--- config.mk ---
export PLATFORM = sky130hd
export DESIGN_NAME = alarm_bank
export DESIGN_NICKNAME = d
export VERILOG_FILES = /design/src/rtl/alarm_bank.sv
export SDC_FILE = /design/constraint.sdc
export NUM_CORES = 1
export LEC_CHECK = 0
export BUFFER_PORTS_ARGS = -buffer_cell sky130_fd_sc_hd__buf_2
export CAP_MARGIN = 20
export CORE_AREA = 2 2 100 102
export CTS_BUF_LIST = sky130_fd_sc_hd__clkbuf_4 sky130_fd_sc_hd__clkbuf_8 sky130_fd_sc_hd__clkbuf_16
export DETAILED_ROUTE_END_ITERATION = 7
export DIE_AREA = 0 0 102 104
export PLACE_DENSITY_LB_ADDON = 0.25
export REMOVE_ABC_BUFFERS = 1
export SYNTH_ARGS = -nofsm -noshare
export SYNTH_HDL_FRONTEND = slang
export SYNTH_SLANG_ARGS = --single-unit
--- constraint.sdc ---
create_clock -name clk -period 1.85 [get_ports clk]
set_input_delay 0.2775 -clock clk [delete_from_list [all_inputs] [get_ports clk]]
set_output_delay 0.2775 -clock clk [all_outputs]
set_load 0.01 [all_outputs]
--- src/rtl/alarm_bank.sv ---
// N-slot alarm compare with one ring/snooze episode FSM, ring auto-timeout and gated beep (build option ALARM_SNOOZE_LIMIT_EN caps snoozes at MAX_SNOOZE).
// Latency: outputs registered; match, snooze, dismiss and disarm all take effect on the next clk edge.
// Backpressure: none; sec_tick, snooze and dismiss are single-cycle pulses consumed when sampled.
module alarm_bank #(
    parameter int N_ALARMS    = 4,
    parameter int RING_SECS   = 60,
    parameter int SNOOZE_SECS = 300,
    parameter int MAX_SNOOZE  = 3,
    parameter int BEEP_HALF   = 12000000,
    localparam int IDX_W      = (N_ALARMS > 1) ? $clog2(N_ALARMS) : 1
) (
    input  logic             clk,
    input  logic             rst,
    input  logic             sec_tick,
    input  logic [4:0]       cur_hour,
    input  logic [5:0]       cur_min,
    input  logic [5:0]       cur_sec,
    input  logic             wr_en,
    input  logic [IDX_W-1:0] wr_idx,
    input  logic [4:0]       wr_hour,
    input  logic [5:0]       wr_min,
    input  logic             wr_arm,
    input  logic             snooze,
    input  logic             dismiss,
    output logic             alarm_on,
    output logic             ringing,
    output logic             buzzy,
    output logic [IDX_W-1:0] active_idx,
    output logic [3:0]       snooze_cnt,
    output logic             missed
);

    localparam int RT_W = $clog2(RING_SECS + 1);
    localparam int ST_W = $clog2(SNOOZE_SECS + 1);
    localparam int BC_W = (BEEP_HALF > 1) ? $clog2(BEEP_HALF) : 1;

    typedef enum logic [1:0] {IDLE, RING, SNOOZE} state_t;

    state_t            state, state_nxt;
    logic [4:0]        slot_hour [N_ALARMS];
    logic [5:0]        slot_min  [N_ALARMS];
    logic [N_ALARMS-1:0] slot_arm;

    logic [RT_W-1:0]   ring_tmr, ring_tmr_nxt;
    logic [ST_W-1:0]   snz_tmr, snz_tmr_nxt;
    logic [BC_W-1:0]   beep_cnt, beep_cnt_nxt;
    logic              beep_phase, beep_phase_nxt;
    logic [IDX_W-1:0]  idx_nxt;
    logic [3:0]        cnt_nxt;
    logic              missed_nxt;
    logic              enter_ring;

    logic              match_any;
    logic [IDX_W-1:0]  match_idx;
    logic              disarm_act;
    logic              snooze_ok;

    // Scan high to low so the lowest matching index is the one left standing.
    always_comb begin
        match_any = 1'b0;
        match_idx = '0;
        for (int k = N_ALARMS - 1; k >= 0; k--) begin
            if (sec_tick && slot_arm[k] && (cur_sec == 6'd0) &&
                (cur_hour == slot_hour[k]) && (cur_min == slot_min[k])) begin
                match_any = 1'b1;
                match_idx = IDX_W'(k);
            end
        end
    end

    assign disarm_act = wr_en && (wr_idx == active_idx) && !wr_arm;

`ifdef ALARM_SNOOZE_LIMIT_EN
    assign snooze_ok = snooze && (snooze_cnt != 4'(MAX_SNOOZE));
`else
    assign snooze_ok = snooze;
`endif

    always_comb begin
        state_nxt      = state;
        ring_tmr_nxt   = ring_tmr;
        snz_tmr_nxt    = snz_tmr;
        beep_cnt_nxt   = beep_cnt;
        beep_phase_nxt = beep_phase;
        idx_nxt        = active_idx;
        cnt_nxt        = snooze_cnt;
        missed_nxt     = 1'b0;
        enter_ring     = 1'b0;

        case (state)
            IDLE: begin
                if (match_any) begin
                    state_nxt  = RING;
                    idx_nxt    = match_idx;
                    cnt_nxt    = 4'd0;
                    enter_ring = 1'b1;
                end
            end
            RING: begin
                if (dismiss || disarm_act) begin
                    state_nxt = IDLE;
                end else if (snooze_ok) begin
                    state_nxt   = SNOOZE;
                    snz_tmr_nxt = ST_W'(SNOOZE_SECS);
                    if (snooze_cnt != 4'hF) begin
                        cnt_nxt = snooze_cnt + 4'd1;
                    end
                end else if (sec_tick) begin
                    if (ring_tmr <= RT_W'(1)) begin
                        state_nxt  = IDLE;
                        missed_nxt = 1'b1;
                    end else begin
                        ring_tmr_nxt = ring_tmr - RT_W'(1);
                    end
                end
            end
            SNOOZE: begin
                if (dismiss || disarm_act) begin
                    state_nxt = IDLE;
                end else if (sec_tick) begin
                    if (snz_tmr <= ST_W'(1)) begin
                        state_nxt  = RING;
                        enter_ring = 1'b1;
                    end else begin
                        snz_tmr_nxt = snz_tmr - ST_W'(1);
                    end
                end
            end
            default: state_nxt = IDLE;
        endcase

        // Beep phase starts high on every ring entry and only advances while ringing continues.
        if (enter_ring) begin
            ring_tmr_nxt   = RT_W'(RING_SECS);
            beep_cnt_nxt   = '0;
            beep_phase_nxt = 1'b1;
        end else if ((state == RING) && (state_nxt == RING)) begin
            if (beep_cnt == BC_W'(BEEP_HALF - 1)) begin
                beep_cnt_nxt   = '0;
                beep_phase_nxt = !beep_phase;
            end else begin
                beep_cnt_nxt = beep_cnt + BC_W'(1);
            end
        end
    end

    always_ff @(posedge clk) begin
        if (!rst) begin
            state      <= IDLE;
            ring_tmr   <= '0;
            snz_tmr    <= '0;
            beep_cnt   <= '0;
            beep_phase <= 1'b0;
            active_idx <= '0;
            snooze_cnt <= 4'd0;
            alarm_on   <= 1'b0;
            ringing    <= 1'b0;
            buzzy      <= 1'b0;
            missed     <= 1'b0;
            slot_arm   <= '0;
            for (int k = 0; k < N_ALARMS; k++) begin
                slot_hour[k] <= 5'd0;
                slot_min[k]  <= 6'd0;
            end
        end else begin
            state      <= state_nxt;
            ring_tmr   <= ring_tmr_nxt;
            snz_tmr    <= snz_tmr_nxt;
            beep_cnt   <= beep_cnt_nxt;
            beep_phase <= beep_phase_nxt;
            active_idx <= idx_nxt;
            snooze_cnt <= cnt_nxt;
            alarm_on   <= (state_nxt != IDLE);
            ringing    <= (state_nxt == RING);
            buzzy      <= (state_nxt == RING) && beep_phase_nxt;
            missed     <= missed_nxt;
            if (wr_en && (int'(wr_idx) < N_ALARMS)) begin
                slot_hour[wr_idx] <= wr_hour;
                slot_min[wr_idx]  <= wr_min;
                slot_arm[wr_idx]  <= wr_arm;
            end
        end
    end

endmodule
==> summary by stage <==
Setup path
Data arrives at the worst endpoint at between 2 and 2.5 ns. The worst-path cell with the longest stage delay is sky130_fd_sc_hd__or4b_4. The kind of end point of the critical path is a flip-flop. In this design, the stage delay of the slowest critical-path cell is 0.53 ns. The worst setup path is of the reg -> reg kind. The most numerous cell type found on the critical path is sky130_fd_sc_hd__nor2_1. The critical path goes through inv_1 -> ha_2 -> nor2_1 -> or4b_4 -> and2_4 -> a32oi_4 -> nand4_4 -> buf_12 -> nor2_1. At the worst endpoint, the required time is between 2 and 2.5 ns.

The worst-path maximum fanout is 24. The critical path startpoint category is a flip-flop.

Timing
The count of endpoints failing hold in the final timing report is 0. Setup violations remaining at the end of the flow were counted as 31. The final critical path time including I/O delays and setup is just over 2 ns. The number of max-slew violations in the final report is 0. Setup repair after global routing could not meet its margin everywhere. In this run the tightest slew margin relative to its limit is between 60% and 70%. In the final timing run, aggregate negative setup slack is -5.32 ns. The share of the cycle needed by the critical path after routing is 111%. The clock arrives with between 0.01 and 0.015 ns of skew. At the pin with the least slew margin, the transition time is around 0.6 ns.

Static timing analysis puts the maximum clock frequency at between 400 and 500 MHz. The slack of the critical path is -0.203 ns.

Placement
Once detailed placement completed, the half-perimeter wirelength came to 7730 um. During placement, the flow inserted port buffers numbering 46. The global placement routability congestion is roughly 0.85.

In this run, placement finished with an instance count of 715. OpenSTA, run right after detailed placement, puts the worst setup slack at -0.297 ns.

Synth
Synthesis produced a netlist whose cell count is a little over 500. In this run, synthesis produced a sequential element count of 100. The total standard cell area after synthesis is approximately 4900 sq um.

The async set-or-reset flop fraction in the synthesized netlist is 0%. The most used flip-flop cell after synthesis is sky130_fd_sc_hd__dfxtp_1. Averaged over all synthesized cells, the footprint is 9.79 sq um. The fraction of the yosys area taken by sequential cells is 49.4%. The number of synthesized flops with an enable pin is between 40 and 50.

The Yosys step of the flow raised 0 warnings. Yosys mapped the design onto 52 distinct sky130hd cell types.

Cells and area
The area growth from synthesis to layout is 25.8%. Excluding fillers, the count of instances in the completed layout stands at about 740. The final design utilization is about two thirds.

The proportion of layout cells with a drive suffix above 1 is a little under a third. The diode insertion count for antenna repair is 0. The final layout contains between 600 and 700 nets.

Detailed routing
The post-detailed-route via-to-cell ratio is 5.31. The number of DRC markers in iteration 0 is 189. The via total after detailed routing is 3915. The remaining design rule violation count is 0.

The final routed wire length divided by cell count is around 15 um. The number of nets with antenna violations after detailed routing is 0. Summed over all layers, the routed wires come to 11200 um. The number of search-and-repair iterations in the first detailed-routing pass is 4.

Pwr
The clock network fraction of design power is approximately a third. VDD sags by at most roughly 0.7 mV. In this run switching power makes up between 20% and 30% of total power. The power after layout is 0.00428 W. The internal power contribution is roughly 0.0032 W. The net switching power of the design is around 0.0010 W. Per report_power, the combinational group accounts for 8.6% of the total. The standby leakage power is between 2 and 2.5 nW. In this run the power density over the cells is about 690 nW/um^2. The share of total power dissipated in sequential elements is a little under three fifths.

CTS
The clock tree from TritonCTS is done. The clock-pin transition on the worst setup and hold timing paths is roughly 0.1 ns. The clock drives 100 sinks. The clock passes through at most 2 buffers. The number of buffers created by CTS is 9.

For the worst-skew pair, the clock arrives at the later sink with an insertion delay of 0.37 ns. The H-tree was split into 3 levels. The number of hold buffers added after cts is 0. The root buffer cell is sky130_fd_sc_hd__clkbuf_8.

Floorplanning
Measured along the x axis, the die boundary spans 102 um. The cell row count is 36. Once the floorplan was initialized, standard cells occupied just over 50% of the core.

The count of pins on the block boundary is 47. The floorplan step defined a die boundary enclosing 10600 sq um. The core area is between 9000 and 10000 sq um. The die is around 100 um tall.

Global route
Global routing used a little over a fifth of the available tracks across all layers. The initial antenna violation count came to 0. The wire length of the first global-routing pass is 18000 um. The number of global-route vias before repair is ~3800.

The aggregate global routing overflow is 0. The largest net degree at the start of global routing is 25.

Hold path
The type of the most critical hold path is in -> reg.

Job
The max-capacitance violation count is 0.

Outcome
The flow ran to the end, but the final reports show violations. The final reports fail on negative setup slack.
cells in the mapped netlist, drive strengths merged (3+ instances only):
cell | instances | area, sq um
nor4 | 13 | 87.6
and2 | 5 | 33.8
and3 | 6 | 37.5
edfxtp | 44 | 1320
o21a | 3 | 22.5
mux2i | 5 | 50.1
a31oi | 13 | 87.6
ha | 6 | 75.1
nand2b | 3 | 18.8
dfxtp | 56 | 1120
or3 | 4 | 30.0
nor2 | 76 | 308
xnor2 | 64 | 561
nand3 | 20 | 105
o21ai | 4 | 20.0
nand4 | 23 | 159
clkbuf | 22 | 82.6
nor3 | 11 | 55.1
nand2 | 41 | 154
a21oi | 9 | 45.0
buf | 7 | 45.0
a311oi | 3 | 43.8
nand3b | 4 | 30.0
xor2 | 19 | 166
and4 | 4 | 35.0
inv | 20 | 75.1
critical path, delay by kind of cell, from the launching register on:
family	cells	cell delay, ns
AO/OA/AOI/OAI	1	0.18
adder cells (fa/ha/maj)	1	0.19
buffers and inverters	2	0.28
flip-flops	1	0.35
AND/OR/NAND/NOR	5	0.98
state kept, by name, indices dropped and copies added, names as in the netlist:
| register | count |
|---|---|
| beep_cnt | 24 |
| slot_min | 24 |
| slot_hour | 20 |
| snz_tmr | 9 |
| ring_tmr | 6 |
| slot_arm | 4 |
| snooze_cnt | 4 |
| active_idx | 2 |
| state | 2 |
| alarm_on | 1 |
| beep_phase | 1 |
| buzzy | 1 |
| missed | 1 |
| ringing | 1 |
metal layers:
layer  vias up  routed length [um]  GRT usage [%]
li1       1932                   -              -
met1      1846                4810           27.8
met2       120                5590           35.4
met3        17                 649           4.91
met4         0                 142           6.76
met5         -                   0              0
cell usage in the layout, fill, tap and decap left out, types with 5 or more instances in the layout:
cell,count
sky130_fd_sc_hd__inv_1,19
sky130_fd_sc_hd__xnor2_1,58
sky130_fd_sc_hd__a21oi_1,6
sky130_fd_sc_hd__nor4_2,8
sky130_fd_sc_hd__edfxtp_1,44
sky130_fd_sc_hd__xnor2_2,6
sky130_fd_sc_hd__nand4_1,22
sky130_fd_sc_hd__xor2_1,18
sky130_fd_sc_hd__dfxtp_1,53
sky130_fd_sc_hd__nand2_1,38
sky130_fd_sc_hd__nand3_1,19
sky130_fd_sc_hd__a31oi_1,11
sky130_fd_sc_hd__clkbuf_8,10
sky130_fd_sc_hd__buf_4,60
sky130_fd_sc_hd__nor2_2,10
sky130_fd_sc_hd__ha_1,5
sky130_fd_sc_hd__nor3_1,10
sky130_fd_sc_hd__buf_2,46
sky130_fd_sc_hd__nor2_1,65
sky130_fd_sc_hd__mux2i_1,5
power by group through the flow:
stage	registers (W)	clock network, W	logic, W
floorplan	0.00246	0	0.000194
global placement	0.00247	0	0.000350
detailed placement	0.00247	0	0.000355
CTS	0.00242	0.00152	0.000360
global route	0.00243	0.00161	0.000402
finish	0.00242	0.00149	0.000368
area by class of cell:
class / instances / area [sq um]
clock inverters: 6 / 76.3
repair buffers: 111 / 754
fillers: 757 / 3330
clock buffers: 10 / 138
inverters: 20 / 75.1
flip-flops and latches: 100 / 2450
multi-input cells: 357 / 2560
well taps: 133 / 166
logic make-up after synthesis:
group / synth area share, %
AND/OR/NAND/NOR: 23.4
flip-flops: 49.4
AO/OA/AOI/OAI: 5.87
multiplexers: 1.01
buffers and inverters: 4.10
XOR/XNOR: 14.7
adder cells (fa/ha/maj): 1.52
metrics by stage:
stage          instance area (sq um)  hold WS, ns
2_1_floorplan                   4810        0.394
3_3_place_gp                    5690        0.484
3_5_place_dp                    5690        0.497
4_1_cts                         5980        0.208
5_1_grt                         6220        0.221
6_report                        6220        0.224
path summary, 6_finish.rpt:
| path | start | to | slack [ns] | cells after the start |
|---|---|---|---|---|
| worst min-delay path | wr_hour[4] | slot_hour[3][4] | 0.22 | 3 |
| worst max-delay path | ring_tmr[0] | beep_cnt[12] | -0.20 | 9 |
| worst min register to register | slot_arm[0] | slot_arm[0] | 0.52 | 2 |
| worst max register to register | ring_tmr[0] | beep_cnt[12] | -0.20 | 9 |
timing repair:
action	4_1_cts	5_1_grt
buffers inserted	3	4
cloned	0	1
endpoints found under the setup margin	39	50
pin swaps	10	21
gates resized for setup	17	41
(Power assumes the default switching activity.)
